## src/rtl/game_timer_if.sv

```systemverilog
// rtl/game_timer_if.sv - controller-side signal bundle for the countdown play timer
//
// Signals:
//   enable   controller -> timer  game running, counting allowed
//   reconf   controller -> timer  reload start time, clear timeout
//   tens     timer -> display     BCD tens digit of remaining time
//   ones     timer -> display     BCD ones digit of remaining time
//   timeout  timer -> controller  level, high once remaining time is 00
//   running  timer -> controller  counting active
//   warn     timer -> display     low-time warning (constant 0 unless enabled)
// Modports: master = access controller side, slave = game_timer side.

interface game_timer_if;
  logic       enable;
  logic       reconf;
  logic [3:0] tens;
  logic [3:0] ones;
  logic       timeout;
  logic       running;
  logic       warn;

  modport master (
    output enable,
    output reconf,
    input  tens,
    input  ones,
    input  timeout,
    input  running,
    input  warn
  );

  modport slave (
    input  enable,
    input  reconf,
    output tens,
    output ones,
    output timeout,
    output running,
    output warn
  );
endinterface

```

## src/rtl/game_timer.sv

```systemverilog
// rtl/game_timer.sv - two-digit BCD countdown play timer with one-second prescaler
//
// Ports:
//   CLK  system clock
//   RST  asynchronous reset, active-low
//   tif  game_timer_if.slave: enable/reconf in; tens/ones/timeout/running/warn out
// Parameters:
//   CLK_DIV     clock cycles per one-second tick (>= 2)
//   START_TENS  tens digit loaded on reset/reconf (clamped to 9)
//   START_ONES  ones digit loaded on reset/reconf (clamped to 9)
// Optional feature macro: GAME_TIMER_WARN_EN (last-ten-seconds warning);
//   when undefined, warn is tied to 0.

module game_timer #(
  parameter int         CLK_DIV    = 50000000,
  parameter logic [3:0] START_TENS = 4'd5,
  parameter logic [3:0] START_ONES = 4'd9
) (
  input  logic         CLK,
  input  logic         RST,
  game_timer_if.slave  tif
);

  localparam int PW = (CLK_DIV > 2) ? $clog2(CLK_DIV) : 1;
  localparam logic [PW-1:0] PRESC_MAX = PW'(CLK_DIV - 1);
  localparam logic [3:0] INIT_TENS = (START_TENS > 4'd9) ? 4'd9 : START_TENS;
  localparam logic [3:0] INIT_ONES = (START_ONES > 4'd9) ? 4'd9 : START_ONES;

  typedef enum logic [1:0] {
    S_IDLE,
    S_COUNT,
    S_EXPIRED
  } state_t;

  state_t        state_q, state_d;
  logic [3:0]    tens_q, tens_d;
  logic [3:0]    ones_q, ones_d;
  logic [PW-1:0] presc_q, presc_d;
  logic          run_q, run_d;
  logic          timeout;

  // Timeout is simply the EXPIRED state; it needs no separate flop.
  assign timeout = (state_q == S_EXPIRED);

  always_ff @(posedge CLK or negedge RST) begin
    if (!RST) begin
      state_q <= S_IDLE;
      tens_q  <= INIT_TENS;
      ones_q  <= INIT_ONES;
      presc_q <= '0;
      run_q   <= 1'b0;
    end else begin
      state_q <= state_d;
      tens_q  <= tens_d;
      ones_q  <= ones_d;
      presc_q <= presc_d;
      run_q   <= run_d;
    end
  end

  always_comb begin
    state_d = state_q;
    tens_d  = tens_q;
    ones_d  = ones_q;
    presc_d = presc_q;
    // running looks at the timeout value before this edge, so it drops
    // one edge after timeout rises.
    run_d   = tif.enable & ~timeout & ~tif.reconf;

    if (tif.reconf) begin
      tens_d  = INIT_TENS;
      ones_d  = INIT_ONES;
      presc_d = '0;
      state_d = S_IDLE;
    end else if (state_q == S_EXPIRED) begin
      tens_d  = 4'd0;
      ones_d  = 4'd0;
      presc_d = '0;
    end else if (tif.enable) begin
      state_d = S_COUNT;
      if (tens_q == 4'd0 && ones_q == 4'd0) begin
        // A 00 start expires on the first enabled edge without a tick.
        state_d = S_EXPIRED;
        presc_d = '0;
      end else if (presc_q == PRESC_MAX) begin
        presc_d = '0;
        if (ones_q != 4'd0) begin
          ones_d = ones_q - 4'd1;
        end else begin
          ones_d = 4'd9;
          tens_d = tens_q - 4'd1;
        end
        // Timeout rises on the same edge the digits land on 00.
        if (tens_q == 4'd0 && ones_q == 4'd1) begin
          state_d = S_EXPIRED;
        end
      end else begin
        presc_d = presc_q + PW'(1);
      end
    end else begin
      // Paused: prescaler and digits hold, so a partial second survives.
      state_d = S_IDLE;
    end
  end

  assign tif.tens    = tens_q;
  assign tif.ones    = ones_q;
  assign tif.timeout = timeout;
  assign tif.running = run_q;

`ifdef GAME_TIMER_WARN_EN
  logic warn_q, warn_d;

  // Digits are always BCD, so tens==0 already implies ones<=9.
  always_comb begin
    warn_d = run_d & (state_d != S_EXPIRED) & (tens_d == 4'd0);
  end

  always_ff @(posedge CLK or negedge RST) begin
    if (!RST) begin
      warn_q <= 1'b0;
    end else begin
      warn_q <= warn_d;
    end
  end

  assign tif.warn = warn_q;
`else
  assign tif.warn = 1'b0;
`endif

endmodule

```

## src/flat_wrapper.sv

```systemverilog
// flat-port wrapper written by rule: the top's interface ports become plain ports
module game_timer_flat 
#(
  parameter int         CLK_DIV    = 50000000,
  parameter logic [3:0] START_TENS = 4'd5,
  parameter logic [3:0] START_ONES = 4'd9
)
  (CLK, RST, tif_enable, tif_reconf, tif_tens, tif_ones, tif_timeout, tif_running, tif_warn);
  game_timer_if tif_i ();
  input  logic CLK;
  input  logic RST;
  input wire logic [$bits(tif_i.enable)-1:0] tif_enable;
  input wire logic [$bits(tif_i.reconf)-1:0] tif_reconf;
  output wire logic [$bits(tif_i.tens)-1:0] tif_tens;
  output wire logic [$bits(tif_i.ones)-1:0] tif_ones;
  output wire logic [$bits(tif_i.timeout)-1:0] tif_timeout;
  output wire logic [$bits(tif_i.running)-1:0] tif_running;
  output wire logic [$bits(tif_i.warn)-1:0] tif_warn;
  assign tif_i.enable = tif_enable;
  assign tif_i.reconf = tif_reconf;
  assign tif_tens = tif_i.tens;
  assign tif_ones = tif_i.ones;
  assign tif_timeout = tif_i.timeout;
  assign tif_running = tif_i.running;
  assign tif_warn = tif_i.warn;
  game_timer #(.CLK_DIV(CLK_DIV), .START_TENS(START_TENS), .START_ONES(START_ONES)) u_core (.CLK(CLK), .RST(RST), .tif(tif_i));
endmodule
```

## config.mk

```make
export PLATFORM = sky130hd
export DESIGN_NAME = game_timer_flat
export DESIGN_NICKNAME = d
export VERILOG_FILES = /design/src/rtl/game_timer_if.sv /design/src/rtl/game_timer.sv /design/src/flat_wrapper.sv
export SDC_FILE = /design/constraint.sdc
export NUM_CORES = 1
export LEC_CHECK = 0
export ABC_AREA = 1
export CAP_MARGIN = 20
export CORE_ASPECT_RATIO = 0.8
export CORE_MARGIN = 2
export CORE_UTILIZATION = 41
export CTS_BUF_LIST = sky130_fd_sc_hd__clkbuf_4
export CTS_CLUSTER_DIAMETER = 200
export CTS_CLUSTER_SIZE = 25
export DETAILED_ROUTE_END_ITERATION = 6
export PLACE_DENSITY_LB_ADDON = 0.25
export SKIP_LAST_GASP = 1
export SLEW_MARGIN = 15
export SYNTH_ARGS = -nofsm -noshare
export SYNTH_HDL_FRONTEND = slang
export SYNTH_SLANG_ARGS = --single-unit
export TNS_END_PERCENT = 5
```

## constraint.sdc

```tcl
create_clock -name CLK -period 1.9 [get_ports CLK]
set_clock_uncertainty 0.1 [all_clocks]
set_input_delay 0.285 -clock CLK [delete_from_list [all_inputs] [get_ports CLK]]
set_output_delay 0.285 -clock CLK [all_outputs]
set_load 0.02 [all_outputs]
```

### Word level (Yosys, flattened, before mapping)

Cells that the tools add are included.

| storage, ports and cells | value |
|---|---|
| input port bits | 4 |
| output and inout bits | 11 |
| bits in registers | 37 |

| operators by class | value |
|---|---|
| reduce and logical (&&, ||, !) cells | 9 |
| add/subtract/negate cells | 3 |
| eq/ne operators | 6 |
| multiplexer cells | 23 |
| bitwise operators | 4 |

Operators with widths:

| kind | number |
|---|---|
| 26-bit 2-to-1 mux | 5 |
| 4-bit 2-to-1 mux | 12 |
| 26-bit by 1-bit adder with 26-bit output, second input constant | 1 |
| 26-bit == test, second input constant | 1 |
| 2-bit 2-to-1 mux | 6 |
| 4-bit logical NOT | 2 |
| 4-bit by 1-bit subtractor with 4-bit output, second input constant | 2 |
| 3-bit by 2-bit inequality test with 1-bit output, second input constant | 2 |
| 3-bit nonzero test | 2 |
| 4-bit by 1-bit == test with 1-bit output, second input constant | 1 |
| 4-bit AND reduction | 1 |
| 4-bit nonzero test | 1 |
| 3-bit AND reduction | 1 |
| 1-bit bitwise AND | 2 |
| 2-bit == test, second input constant | 1 |
| 1-bit logical AND | 2 |
| 2-bit inequality test, second input constant | 1 |
| 1-bit inverter | 2 |

### Depth between registers and ports, before layout

| depth | value |
|---|---|
| depth after elaboration | 8 |
| gate-level depth with buffers | 10 |

### Worst setup path before layout

No wires, ideal clock.

| timing path | value |
|---|---|
| path type | reg2reg |
| from | register u_core.ones_q[0], in the netlist u_core.tif.ones[0] |
| to | register u_core.presc_q[18] |
| period minus slack after synthesis | 1.773 ns |
| required time | 1.726 ns |
| path slack | 0.127 ns |
| stages on the path, launching flop included | 9 |
| arrival time | 1.599 ns |
| buffers on the path | 1 |
| cells stage by stage | dfstp_2 > inv_1 > ha_1 > nand2_1 > nor2_1 > nor3_4 > nand2_4 > buf_12 > o21ai_2 |

| between the ends | value |
|---|---|
| word-level cells in the longest chain between the ends | 6 |

RTL lines:

| what | line | source |
|---|---|---|
| start, declared | game_timer.sv:37 | `logic [3:0] ones_q, ones_d;` |
| start signal, assigned | game_timer.sv:55 | `ones_q <= ones_d;` |
| 4-bit logical NOT | game_timer.sv:81 | `if (tens_q == 4'd0 && ones_q == 4'd0) begin` |
| 1-bit logical AND | game_timer.sv:81 |  |
| 26-bit 2-to-1 mux | game_timer.sv:81 |  |
| 26-bit 2-to-1 mux | game_timer.sv:79 | `end else if (tif.enable) begin` |
| 26-bit 2-to-1 mux | game_timer.sv:75 | `end else if (state_q == S_EXPIRED) begin` |
| 26-bit 2-to-1 mux | game_timer.sv:70 | `if (tif.reconf) begin` |
| end signal, assigned | game_timer.sv:56 | `presc_q <= presc_d;` |
| end, declared | game_timer.sv:38 | `logic [PW-1:0] presc_q, presc_d;` |

No other way between the ends. The select of a mux whose other input is x is not followed.
A chain may end at the register's enable or synchronous reset.

### Worst setup path after layout

| timing path | value |
|---|---|
| from | register u_core.ones_q[3], in the netlist u_core.tif.ones[3] |
| to | output tif_ones[3] |

RTL lines:

| what | line | source |
|---|---|---|
| end, declared | flat_wrapper.sv:15 | `output wire logic [$bits(tif_i.ones)-1:0] tif_ones;` |

No word-level cell between the ends.

==> run metrics <==
Critical R2R Capture u_core.presc_q[23]$_DFFE_PN0P_; 1st-pass router iterations 5; first-pass GRT wire length 11300 microns; R2R Path Start u_core.tif.ones[0]$_DFFE_PN1P_; largest net degree at the start of global routing 38; post-DP HPWL 5330 microns; post-DR vias/cell 5.03; failing checks setup timing; Core Util, Final 0.501; GP Congestion 0.906; EDFF count, synth 0; Worst path max stage delay 610 ps; Die Span X 92.7 microns; final worst slack -27.3 ps; placed cells 483; area growth from synthesis to layout 16.5%; WL final 6800 microns; fill cell count 624; Levels on crit path 1; reg2reg path depth 10; synthesized area 2580 sq um; Root Buffer clkbuf_4; starting density of the core 0.430; crit path to tif_ones[3]; layout cell share with drive strength beyond 1 0.148; sequential area share after synthesis 0.360; crit-path max FO 4; vias post-DR 2487; critical path class reg -> out; worst hold margin 390 ps; Post-Synthesis Cells 376; outcome finished, violations left; unrepaired setup endpoints after global routing true; core area 6010 sq um; Synth warnings 0; Clock transition at path regs 120 ps; endpoint class of the critical path output pin; critical path arrival 1540 ps; Skew-Pair Late Insertion Delay 350 ps; CTS H-tree depth 2; CP cell instances clkdlybuf4s50_1; VDD IR-drop max 0.000360 V; non-filler cells, final 494; Die Area 6950 sq um; share of the synthesized area in the top cell type 0.320; critical path's top delay family buffers and inverters; final hold viol count 0; design area 3010 sq um; Max-cap violations 0; gr usage total 0.211; Final ANT Viol Nets 0; initial antenna violation count 0; syn_area_per_cell 6.87 sq um; async set-reset flop share out of synthesis 1.00; drt initial violations 203; Worst Setup Start Kind flip-flop; Netlist cell types 33; Max Buffers Root-to-Sink 2; Rows 25; predominant post-synthesis flop cell dfrtp_1; CTS tree yes; Max stage delay cell, worst path clkdlybuf4s50_1; CTS sink cnt 37; placed inst area 2910 sq um; final setup fails 3; port bufs 13; post-layout min period 1930 ps; commonest non-fill, non-tap cell in the layout nand2_1; required time of the critical path 1510 ps; R2R Setup Slk 30 ps; most frequent cells in the layout 113 x nand2_1, 59 x nor2_1, 46 x inv_1, 33 x dfrtp_1, 18 x nand3_1; fmax 519 MHz; final routed DRC violation total 0; Critical path buffers and inverters 1; Pleak 1.28 nW; Routed WL per cell 13.8 microns; diodes inserted 0; fin. max-slew vios 0; area leader, netlist dfrtp_1; number of nets in the layout 421; GRT overflow 0; hold crit path type reg -> reg; post-layout power 1.78 mW; vias in the first global route 2259; clock buffer count from CTS 5; period utilisation layout 1.01; pwr/cell area 593 nW/um^2; IO Pins 15; Mapped Nets 385; Die Ht 75.0 microns; launch point of the worst path u_core.tif.ones[3]$_DFFE_PN1P_; Yosys reg bits 37; top post-synthesis cells by area dfrtp_1 32%, nand2_1 16%, nor2_1 8.7%
-- registers in the layout (all words and copies together), names as in the netlist --
register and cells:
u_core.presc_q 26, u_core.state_q 2, u_core.tif.ones 4, u_core.tif.running 1, u_core.tif.tens 4
-- through the flow --
| step | TNS [ps] | setup slack [ps] |
|---|---|---|
| after floorplan | 0 | 127 |
| after global placement | 0 | 64.5 |
| after detailed placement | 0 | 48.5 |
| after CTS | -193 | -59.7 |
| after global routing | -1430 | -112 |
| final | -47.9 | -27.3 |
-- Yosys cell counts (6+ instances only) --
| cell type | count |
|---|---|
| nand2_1 | 113 |
| nor3_1 | 6 |
| nor2_1 | 60 |
| a21oi_1 | 6 |
| nand4_1 | 13 |
| dfrtp_1 | 33 |
| o21ai_0 | 12 |
| inv_1 | 46 |
| nand3_1 | 20 |
| xor2_1 | 10 |
| o21ai_1 | 10 |
-- final cells by class --
cell class,instances,area [sq um],area share
Sequential cell,37,931,0.309
Clock buffer,5,37.5,0.0125
Multi-Input combinational cell,286,1450,0.481
Timing Repair Buffer,33,295,0.0982
Clock inverter,3,12.5,0.00416
Inverter,49,184,0.0611
Tap cell,81,101,0.0337
-- timing repair --
item / in CTS / in global routing
endpoints found under the setup margin: 5 / 32
hold buffers: 1 / 0
buffers inserted: 0 / 2
pin swaps: 0 / 1
endpoints found under the hold margin: 33 / 0
resized for setup: 1 / 6
-- worst min path at each step --
stage	startpoint	to	slack (ps)	cells past startpoint
after floorplan	RST	u_core.presc_q[0]$_DFFE_PN0P_	-110	0
after global placement	RST	u_core.presc_q[17]$_DFFE_PN0P_	270	2
after detailed placement	RST	u_core.presc_q[25]$_DFFE_PN0P_	270	2
after CTS	u_core.tif.tens[0]$_DFFE_PN1P_	u_core.tif.tens[0]$_DFFE_PN1P_	390	2
after global routing	u_core.tif.tens[0]$_DFFE_PN1P_	u_core.tif.tens[0]$_DFFE_PN1P_	410	2
final	u_core.tif.tens[0]$_DFFE_PN1P_	u_core.tif.tens[0]$_DFFE_PN1P_	390	2
-- routing by layer --
layer	vias up	part of all wire	global-route usage
met3	3	0.063	0.0430
met1	1141	0.52	0.330
li1	1271	-	-
met4	0	0.0031	0.0343
met5	-	0	0
met2	72	0.41	0.305
-- power breakdown --
part	switching [mW]	internal (mW)	leakage [nW]	total, mW
sequential	0.0477	0.848	0.498	0.896
combinational	0.280	0.199	0.751	0.479
clock	0.275	0.134	0.0300	0.409
-- cells by family (layout without fill, tap and decap cells) --
| logic type | after synthesis | in the layout | synth area share |
|---|---|---|---|
| AOI/OAI and AO/OA | 39 | 39 | 0.0979 |
| other | 1 | 1 | 0.00145 |
| adders and majority gates | 5 | 5 | 0.0242 |
| DFF | 37 | 37 | 0.360 |
| buffers and inverters | 53 | 90 | 0.0853 |
| xor gates and xnor gates | 11 | 11 | 0.0373 |
| and+or+nand+nor | 230 | 230 | 0.393 |
Note: power is estimated with default switching activity, not from simulation.
